==> config.mk <==
export PLATFORM = sky130hd
export DESIGN_NAME = mem_sram_ctrl_flat
export DESIGN_NICKNAME = d
export VERILOG_FILES = /design/src/rtl/mem_sram_ctrl_if.sv /design/src/rtl/mem_sram_ctrl.sv /design/src/flat_wrapper.sv
export SDC_FILE = /design/constraint.sdc
export NUM_CORES = 1
export LEC_CHECK = 0
export BUFFER_PORTS_ARGS = -buffer_cell sky130_fd_sc_hd__buf_4
export CAP_MARGIN = 20
export CORE_MARGIN = 5
export CORE_UTILIZATION = 34
export DETAILED_ROUTE_END_ITERATION = 8
export PLACE_DENSITY = 0.76
export REMOVE_ABC_BUFFERS = 1
export SKIP_CTS_REPAIR_TIMING = 1
export SLEW_MARGIN = 10
export SYNTH_ARGS = -nofsm -noshare
export SYNTH_HDL_FRONTEND = slang
export SYNTH_SLANG_ARGS = --single-unit
==> constraint.sdc <==
create_clock -name clk -period 1.7 [get_ports clk]
set_clock_uncertainty 0.15 [all_clocks]
set_input_delay 0.17 -clock clk [delete_from_list [all_inputs] [get_ports clk]]
set_output_delay 0.17 -clock clk [all_outputs]
set_load 0.01 [all_outputs]
==> src/rtl/mem_sram_ctrl_if.sv <==
// Bundle between the EXE/MEM pipeline register, the SRAM controller and the external SRAM.
// The slave modport is the controller; master is the pipeline/SRAM side that drives requests.
interface mem_sram_ctrl_if #(
  parameter int unsigned ADDR_W = 18
);
  logic              MEM_R_EN;
  logic              MEM_W_EN;
  logic [31:0]       ALU_res;
  logic [31:0]       ST_val;
  logic [31:0]       read_data;
  logic              ready;
  logic [ADDR_W-1:0] SRAM_ADDR;
  logic              SRAM_WE_N;
  logic [15:0]       SRAM_DQ_O;
  logic              SRAM_DQ_OE;
  logic [15:0]       SRAM_DQ_I;

  modport slave (
    input  MEM_R_EN, MEM_W_EN, ALU_res, ST_val, SRAM_DQ_I,
    output read_data, ready, SRAM_ADDR, SRAM_WE_N, SRAM_DQ_O, SRAM_DQ_OE
  );

  modport master (
    output MEM_R_EN, MEM_W_EN, ALU_res, ST_val, SRAM_DQ_I,
    input  read_data, ready, SRAM_ADDR, SRAM_WE_N, SRAM_DQ_O, SRAM_DQ_OE
  );
endinterface

==> src/rtl/mem_sram_ctrl.sv <==
// Memory-stage SRAM controller: splits each 32-bit load/store into two timed 16-bit accesses
// (low half first) and holds ready low until the access finishes.
module mem_sram_ctrl #(
  parameter int unsigned WAIT_CYCLES = 3,
  parameter int unsigned ADDR_W      = 18
) (
  input logic                 clk,
  input logic                 rst,
  mem_sram_ctrl_if.slave      bus
);

  localparam int unsigned CntW = $clog2(WAIT_CYCLES + 1);
  localparam logic [CntW-1:0] CntLast = CntW'(WAIT_CYCLES - 1);

  typedef enum logic [1:0] {StIdle, StLow, StHigh, StDone} state_e;

  state_e            state_q, state_d;
  logic [CntW-1:0]   cnt_q, cnt_d;
  logic [31:0]       rdata_q, rdata_d;

  logic              req;
  logic              is_wr;
  logic              last;
  logic [ADDR_W-2:0] word;
  logic              ready;
  logic [ADDR_W-1:0] sram_addr;
  logic              sram_we_n;
  logic [15:0]       sram_dq_o;
  logic              sram_dq_oe;

  // Address bits above the SRAM size and the byte offset are intentionally dropped.
  logic unused_alu_bits;
  assign unused_alu_bits = ^{bus.ALU_res[31:ADDR_W+1], bus.ALU_res[1:0]};

  assign req   = bus.MEM_R_EN | bus.MEM_W_EN;
  assign is_wr = bus.MEM_W_EN;
  assign last  = (cnt_q == CntLast);
  assign word  = bus.ALU_res[ADDR_W:2];

  always_comb begin
    state_d    = state_q;
    cnt_d      = cnt_q;
    rdata_d    = rdata_q;
    ready      = 1'b0;
    sram_addr  = '0;
    sram_we_n  = 1'b1;
    sram_dq_o  = '0;
    sram_dq_oe = 1'b0;

    unique case (state_q)
      StIdle: begin
        ready = ~req;
        if (req) begin
          state_d = StLow;
          cnt_d   = '0;
        end
      end
      StLow: begin
        sram_addr = {word, 1'b0};
        if (is_wr) begin
          sram_we_n  = 1'b0;
          sram_dq_oe = 1'b1;
          sram_dq_o  = bus.ST_val[15:0];
        end
        if (last) begin
          state_d = StHigh;
          cnt_d   = '0;
          if (!is_wr) rdata_d[15:0] = bus.SRAM_DQ_I;
        end else begin
          cnt_d = cnt_q + CntW'(1);
        end
      end
      StHigh: begin
        sram_addr = {word, 1'b1};
        if (is_wr) begin
          sram_we_n  = 1'b0;
          sram_dq_oe = 1'b1;
          sram_dq_o  = bus.ST_val[31:16];
        end
        if (last) begin
          state_d = StDone;
          cnt_d   = '0;
          if (!is_wr) rdata_d[31:16] = bus.SRAM_DQ_I;
        end else begin
          cnt_d = cnt_q + CntW'(1);
        end
      end
      StDone: begin
        ready   = 1'b1;
        state_d = StIdle;
      end
      default: state_d = StIdle;
    endcase
  end

  always_ff @(posedge clk) begin
    if (rst) begin
      state_q <= StIdle;
      cnt_q   <= '0;
      rdata_q <= '0;
    end else begin
      state_q <= state_d;
      cnt_q   <= cnt_d;
      rdata_q <= rdata_d;
    end
  end

  assign bus.ready      = ready;
  assign bus.read_data  = rdata_q;
  assign bus.SRAM_ADDR  = sram_addr;
  assign bus.SRAM_WE_N  = sram_we_n;
  assign bus.SRAM_DQ_O  = sram_dq_o;
  assign bus.SRAM_DQ_OE = sram_dq_oe;

endmodule

==> src/flat_wrapper.sv <==
// flat-port wrapper written by rule: the top's interface ports become plain ports
module mem_sram_ctrl_flat 
#(
  parameter int unsigned WAIT_CYCLES = 3,
  parameter int unsigned ADDR_W      = 18
)
  (clk, rst, bus_MEM_R_EN, bus_MEM_W_EN, bus_ALU_res, bus_ST_val, bus_SRAM_DQ_I, bus_read_data, bus_ready, bus_SRAM_ADDR, bus_SRAM_WE_N, bus_SRAM_DQ_O, bus_SRAM_DQ_OE);
  mem_sram_ctrl_if #(.ADDR_W(ADDR_W)) bus_i ();
  input logic clk;
  input logic rst;
  input wire logic [$bits(bus_i.MEM_R_EN)-1:0] bus_MEM_R_EN;
  input wire logic [$bits(bus_i.MEM_W_EN)-1:0] bus_MEM_W_EN;
  input wire logic [$bits(bus_i.ALU_res)-1:0] bus_ALU_res;
  input wire logic [$bits(bus_i.ST_val)-1:0] bus_ST_val;
  input wire logic [$bits(bus_i.SRAM_DQ_I)-1:0] bus_SRAM_DQ_I;
  output wire logic [$bits(bus_i.read_data)-1:0] bus_read_data;
  output wire logic [$bits(bus_i.ready)-1:0] bus_ready;
  output wire logic [$bits(bus_i.SRAM_ADDR)-1:0] bus_SRAM_ADDR;
  output wire logic [$bits(bus_i.SRAM_WE_N)-1:0] bus_SRAM_WE_N;
  output wire logic [$bits(bus_i.SRAM_DQ_O)-1:0] bus_SRAM_DQ_O;
  output wire logic [$bits(bus_i.SRAM_DQ_OE)-1:0] bus_SRAM_DQ_OE;
  assign bus_i.MEM_R_EN = bus_MEM_R_EN;
  assign bus_i.MEM_W_EN = bus_MEM_W_EN;
  assign bus_i.ALU_res = bus_ALU_res;
  assign bus_i.ST_val = bus_ST_val;
  assign bus_i.SRAM_DQ_I = bus_SRAM_DQ_I;
  assign bus_read_data = bus_i.read_data;
  assign bus_ready = bus_i.ready;
  assign bus_SRAM_ADDR = bus_i.SRAM_ADDR;
  assign bus_SRAM_WE_N = bus_i.SRAM_WE_N;
  assign bus_SRAM_DQ_O = bus_i.SRAM_DQ_O;
  assign bus_SRAM_DQ_OE = bus_i.SRAM_DQ_OE;
  mem_sram_ctrl #(.WAIT_CYCLES(WAIT_CYCLES), .ADDR_W(ADDR_W)) u_core (.clk(clk), .rst(rst), .bus(bus_i));
endmodule
==> impl_metrics.tcl, run 1 <==
set metrics [dict create \
    outcome "finished with violations" \
    violations "hold timing, setup timing" \
    hp-class "input port to flip-flop" \
    switching_share_pct 35.3 \
    cp_cell_sequence "inv_6 -> ha_4 -> buf_6 -> nand2_8 -> clkbuf_16 -> nor2_4 -> buf_6" \
    rr_worst_depth 6 \
    p_clk_share_pct 17.6 \
    synth_seq_cells 36 \
    avgViaCountPerCell 4.83 \
    switchingPower_mw 1.51 \
    critPathKind "flip-flop to output pin" \
    fmax_mhz 527 \
    seqPwrFrac_pct 22.2 \
    worst_slew_pin_slew_ps 401 \
    num_vias 2255 \
    min_period_ps 1900 \
    die_area_um2 6840 \
    ant_nets 0 \
    hold_viol 4 \
    wl_mm 7.53 \
    period_share_pct 112 \
    cpMaxStageDelayCell "dfxtp_4" \
    cp_slowest_stage_delay_ps 380 \
    final_net_count 487 \
    clkTransAtPathRegs_ps 70 \
    endpoint_kind "output pin" \
    grt_pass1_wl_mm 9.56 \
    grt_pass1_vias 2058 \
    clock-sinks 36 \
    power_mw 4.27 \
    drtIter0Drc 83 \
    drive_gt1_share_pct 57.4 \
    ys_types 23 \
    cts.path.max_buffers 2 \
    maxCapViolCount 0 \
    p_leak_nw 1.60 \
    setup_viol 35 \
    seq_area_frac_synth_pct 40.1 \
    max_slew_margin_pct 73.3 \
    synth.top_cells.by_area "dfxtp_1 40%, nand2_1 14%, a21oi_1 9.7%, a22oi_1 6.7%, and2_1 5.6%" \
    antenna_found_initial 0 \
    track_usage_pct 18.2 \
    peakVddDrop_mv 0.644 \
    nFillCells 381 \
    yosysWarnings 0 \
    die_h_um 82.7 \
    fin_hold_ws_ps -14.0 \
    io_pins 153 \
    final_max_slew_viol_count 0 \
    gp_congestion 0.749 \
    cts_tree "built" \
    io_buffer_count 137 \
    num_rows 26 \
    powerDensity_nw_per_um2 1150 \
    synth_top_area_share_pct 40.1 \
    root_buffer "clkbuf_8" \
    core-area_um2 5110 \
    routedWlPerCell_um 16.1 \
    internal_power_mw 2.76 \
    antenna_cells 0 \
    crit_path_start_kind "flip-flop" \
    initial_core_util_pct 35.2 \
    cts_made_buffers 5 \
    worstPathRequired_ps 1380 \
    syn_area_per_cell_um2 7.65 \
    yosysTopAreaCell "dfxtp_1" \
    worstHoldPathCells 3 \
    grt_max_degree 39 \
    chipWidth_um 82.7 \
    dr.pass1.iters 4 \
    rsz0062_at_grt "true" \
    area_growth_pct 107 \
    synthCells 235 \
    syn-cell-area_um2 1800 \
    remaining_drc_errors 0 \
    clk_latency_ps 290 \
    path_max_fanout 5 \
    gr-total-overflow 0 \
    crit_path_frequent_cell "buf_6" \
    pwr-share-comb_pct 60.2 \
    critPathArrivalTime_ps 1580 \
    htree_levels 2 \
    setup_ws_ps -198 \
    place_hpwl_mm 4.71 \
]
==> power groups by stage <==
| stage | combinational, mW | clock (mW) | sequential, mW |
|---|---|---|---|
| 2_1_floorplan | 0.714 | 0 | 0.944 |
| 3_5_place_dp | 1.54 | 0 | 0.939 |
| 6_report | 2.57 | 0.752 | 0.947 |
| 4_1_cts | 1.55 | 0.769 | 0.919 |
| 3_3_place_gp | 1.51 | 0 | 0.935 |
| 5_1_grt | 2.72 | 0.805 | 0.954 |
==> cell type report <==
class | count | area (µm²) | share of cell area [%]
Clock buffer | 5 | 68.8 | 1.85
Clock inverter | 3 | 42.5 | 1.14
Inverter | 3 | 18.8 | 0.504
Multi-Input combinational cell | 177 | 1240 | 33.3
Sequential cell | 36 | 726 | 19.5
Tap cell | 70 | 87.6 | 2.35
Timing Repair Buffer | 173 | 1540 | 41.4
==> critical path: cells and delay by family, from the launching register on <==
| kind | cells | cell delay, ps |
|---|---|---|
| AND/OR/NAND/NOR | 2 | 170 |
| buffers and inverters | 4 | 440 |
| adder cells (fa/ha/maj) | 1 | 290 |
| flip-flops | 1 | 380 |
==> layer usage <==
layer	global-route usage, %	vias to the layer above	routed length [µm]
li1	-	1097	-
met5	0	-	0
met4	4.41	0	198
met2	32.3	80	4130
met3	5.31	18	520
met1	21.4	1060	2680
==> kinds of logic (layout without fill, tap and decap cells) <==
logic type | count (synthesis) | after routing | share of synthesized area, %
AOI/OAI and AO/OA | 56 | 56 | 18.4
buffers and inverters | 22 | 184 | 6.13
muxes | 2 | 2 | 1.11
adders and majority gates | 7 | 7 | 4.87
DFF | 36 | 36 | 40.1
and+or+nand+nor | 112 | 112 | 29.4
==> cell usage after synthesis (all sizes together) <==
library cell / instances
nand2: 65
dfxtp: 36
a21oi: 35
nor2: 19
a22oi: 16
and2: 16
clkbuf: 10
buf: 9
ha: 7
nand2b: 4
inv: 3
nand4bb: 3
and4bb: 2
mux2i: 2
o21ai: 2
nor3b: 1
o211a: 1
o21a: 1
o21bai: 1
or2: 1
or4b: 1
==> through the flow <==
step | instances | TNS, ps | utilization [%] | worst slack (ps) | area [µm²]
3_5_place_dp | 438 | -534 | 57.5 | -37.0 | 2940
3_3_place_gp | 438 | 0 | 57.5 | 0.926 | 2940
2_1_floorplan | 216 | -3700 | - | -158 | 1700
6_report | 467 | -5700 | 73.0 | -198 | 3730
5_1_grt | 467 | -9050 | 73.0 | -259 | 3730
4_1_cts | 446 | -11680 | 59.7 | -360 | 3050
==> placed cells by master, fill, tap and decap left out, drive strengths merged, types with 2 or more instances in the layout <==
cell type / count
buf: 156
nand2: 65
dfxtp: 36
a21oi: 35
nor2: 19
and2: 16
a22oi: 16
dlygate4sd3: 14
clkbuf: 8
ha: 7
nand2b: 4
nand4bb: 3
inv: 3
mux2i: 2
o21ai: 2
and4bb: 2
==> final timing paths <==
kind	slack, ps	end	startpoint
setup / recovery	-200	bus_SRAM_DQ_O[2]	u_core.state_q[1]$_SDFFE_PP0P_
hold / removal	-10	u_core.bus.read_data[3]$_SDFFE_PP0P_	bus_SRAM_DQ_I[3]
setup reg to reg	10	u_core.cnt_q[0]$_SDFFE_PP0P_	u_core.state_q[1]$_SDFFE_PP0P_
hold reg to reg	310	u_core.bus.read_data[25]$_SDFFE_PP0P_	u_core.bus.read_data[25]$_SDFFE_PP0P_
==> state kept, by name (all words and copies together), names as in the netlist <==
signal / flops
u_core.cnt_q: 2
u_core.bus.read_data: 32
u_core.state_q: 2
No activity file was read; power rests on OpenSTA's default activity.
==> run 2, diff against run 1 <==
Settings changed: HOLD_SLACK_MARGIN set to 0.02.
==> impl_metrics.tcl, run 2 (synthesis results as in run 1) <==
set metrics [dict create \
    max_slew_margin_pct 73.1 \
    clock-sinks 36 \
    dr.pass1.iters 4 \
    grt_pass1_wl_mm 9.56 \
    root_buffer "clkbuf_8" \
    chipWidth_um 82.7 \
    cts.path.max_buffers 2 \
    nFillCells 378 \
    num_rows 26 \
    cp_num_buf_inv 4 \
    crit_path_start_kind "flip-flop" \
    outcome "finished with violations" \
    gp_congestion 0.749 \
    path_max_fanout 5 \
    powerDensity_nw_per_um2 1140 \
    gr-total-overflow 0 \
    cp_slowest_stage_delay_ps 380 \
    wl_mm 7.61 \
    fmax_mhz 529 \
    critical-path-top-delay-family "buffers and inverters" \
    crit_path_frequent_cell "buf_6" \
    final_net_count 489 \
    final_cell_mix "120 x buf_4, 64 x nand2_1, 34 x a21oi_1, 34 x dfxtp_1, 33 x buf_6" \
    rsz0062_at_grt "true" \
    area_growth_pct 109 \
    num_vias 2258 \
    final_max_slew_viol_count 0 \
    cts_tree "built" \
    peakVddDrop_mv 0.618 \
    remaining_drc_errors 0 \
    place_hpwl_mm 4.71 \
    routedWlPerCell_um 16.2 \
    drive_gt1_share_pct 57.1 \
    die_area_um2 6840 \
    cp_cell_sequence "inv_6 -> ha_4 -> buf_6 -> nand2_8 -> clkbuf_16 -> nor2_4 -> buf_6" \
    io_pins 153 \
    antenna_cells 0 \
    core-area_um2 5110 \
    grt_max_degree 39 \
    endpoint_kind "output pin" \
    power_mw 4.28 \
    min_period_ps 1890 \
    critPathArrivalTime_ps 1570 \
    track_usage_pct 18.2 \
    avgViaCountPerCell 4.81 \
    cts_made_buffers 5 \
    worstPathRequired_ps 1380 \
    grt_pass1_vias 2058 \
    clkTransAtPathRegs_ps 80 \
    antenna_found_initial 0 \
    initial_core_util_pct 35.2 \
    ant_nets 0 \
    io_buffer_count 137 \
    cpMaxStageDelayCell "dfxtp_4" \
    setup_ws_ps -189 \
    violations "setup timing" \
    final_common_cell "buf_4" \
    htree_levels 2 \
    setup_viol 35 \
    tns_ps -5640 \
    period_share_pct 111 \
    critPathKind "flip-flop to output pin" \
    p_leak_nw 1.61 \
    die_h_um 82.7 \
    hold_viol 0 \
    drtIter0Drc 85 \
    maxCapViolCount 0 \
    worst_slew_pin_slew_ps 404 \
    largest_reg_flops 32 \
    hp-class "input port to flip-flop" \
    clk_latency_ps 290 \
]
==> run 2: changes by cell type in the layout (fill, tap and decap cells not counted), sizes merged <==
cell	change
dlygate4sd3	+2
==> run 2: final cells by class <==
cell class	instances	area, µm²	share of cell area [%]
clock buffer	5	68.8	1.84
clock inverter	3	42.5	1.14
inverter	3	18.8	0.501
multi-input combinational	177	1240	33.1
sequential	36	726	19.4
tap	70	87.6	2.34
timing repair buffer	175	1560	41.7
==> run 2: stage by stage <==
stage	hold slack [ps]	std cells	instance area [µm²]	util [%]	worst slack, ps
after floorplan	89.1	216	1700	-	-158
after global placement	280	438	2940	57.5	0.926
after detailed placement	286	438	2940	57.5	-37.0
after CTS	-27.9	446	3050	59.7	-360
after global routing	161	469	3750	73.4	-257
final	145	469	3750	73.4	-189
==> run 2: path summary, 6_finish.rpt <==
check                                        startpoint                                     to  slack (ps)  cells after the start
hold reg to reg   u_core.bus.read_data[25]$_SDFFE_PP0P_  u_core.bus.read_data[25]$_SDFFE_PP0P_         310                      2
setup / recovery         u_core.state_q[1]$_SDFFE_PP0P_                       bus_SRAM_DQ_O[2]        -190                      7
hold / removal                                      rst  u_core.bus.read_data[26]$_SDFFE_PP0P_         140                      2
setup reg to reg         u_core.state_q[1]$_SDFFE_PP0P_           u_core.cnt_q[0]$_SDFFE_PP0P_          10                      6
==> run 2: power breakdown <==
group	internal (mW)	switching (mW)	total, mW
Sequential	0.892	0.0555	0.947
Clock	0.434	0.317	0.751
Combinational	1.44	1.14	2.58
Total	2.76	1.51	4.28
==> run 2: worst register-to-register path, stage by stage (launching register included) <==
cell	delay (ps)
dfxtp_4	380
inv_6	50
ha_4	290
buf_4	110
buf_4	100
or4b_1	420
a21oi_1	120
==> run 2: layer usage <==
| metal | global-route usage, % | wire length, µm |
|---|---|---|
| met1 | 21.4 | 2710 |
| met2 | 32.3 | 4180 |
| met3 | 5.31 | 500 |
| met4 | 4.41 | 219 |
| met5 | 0 | 0 |
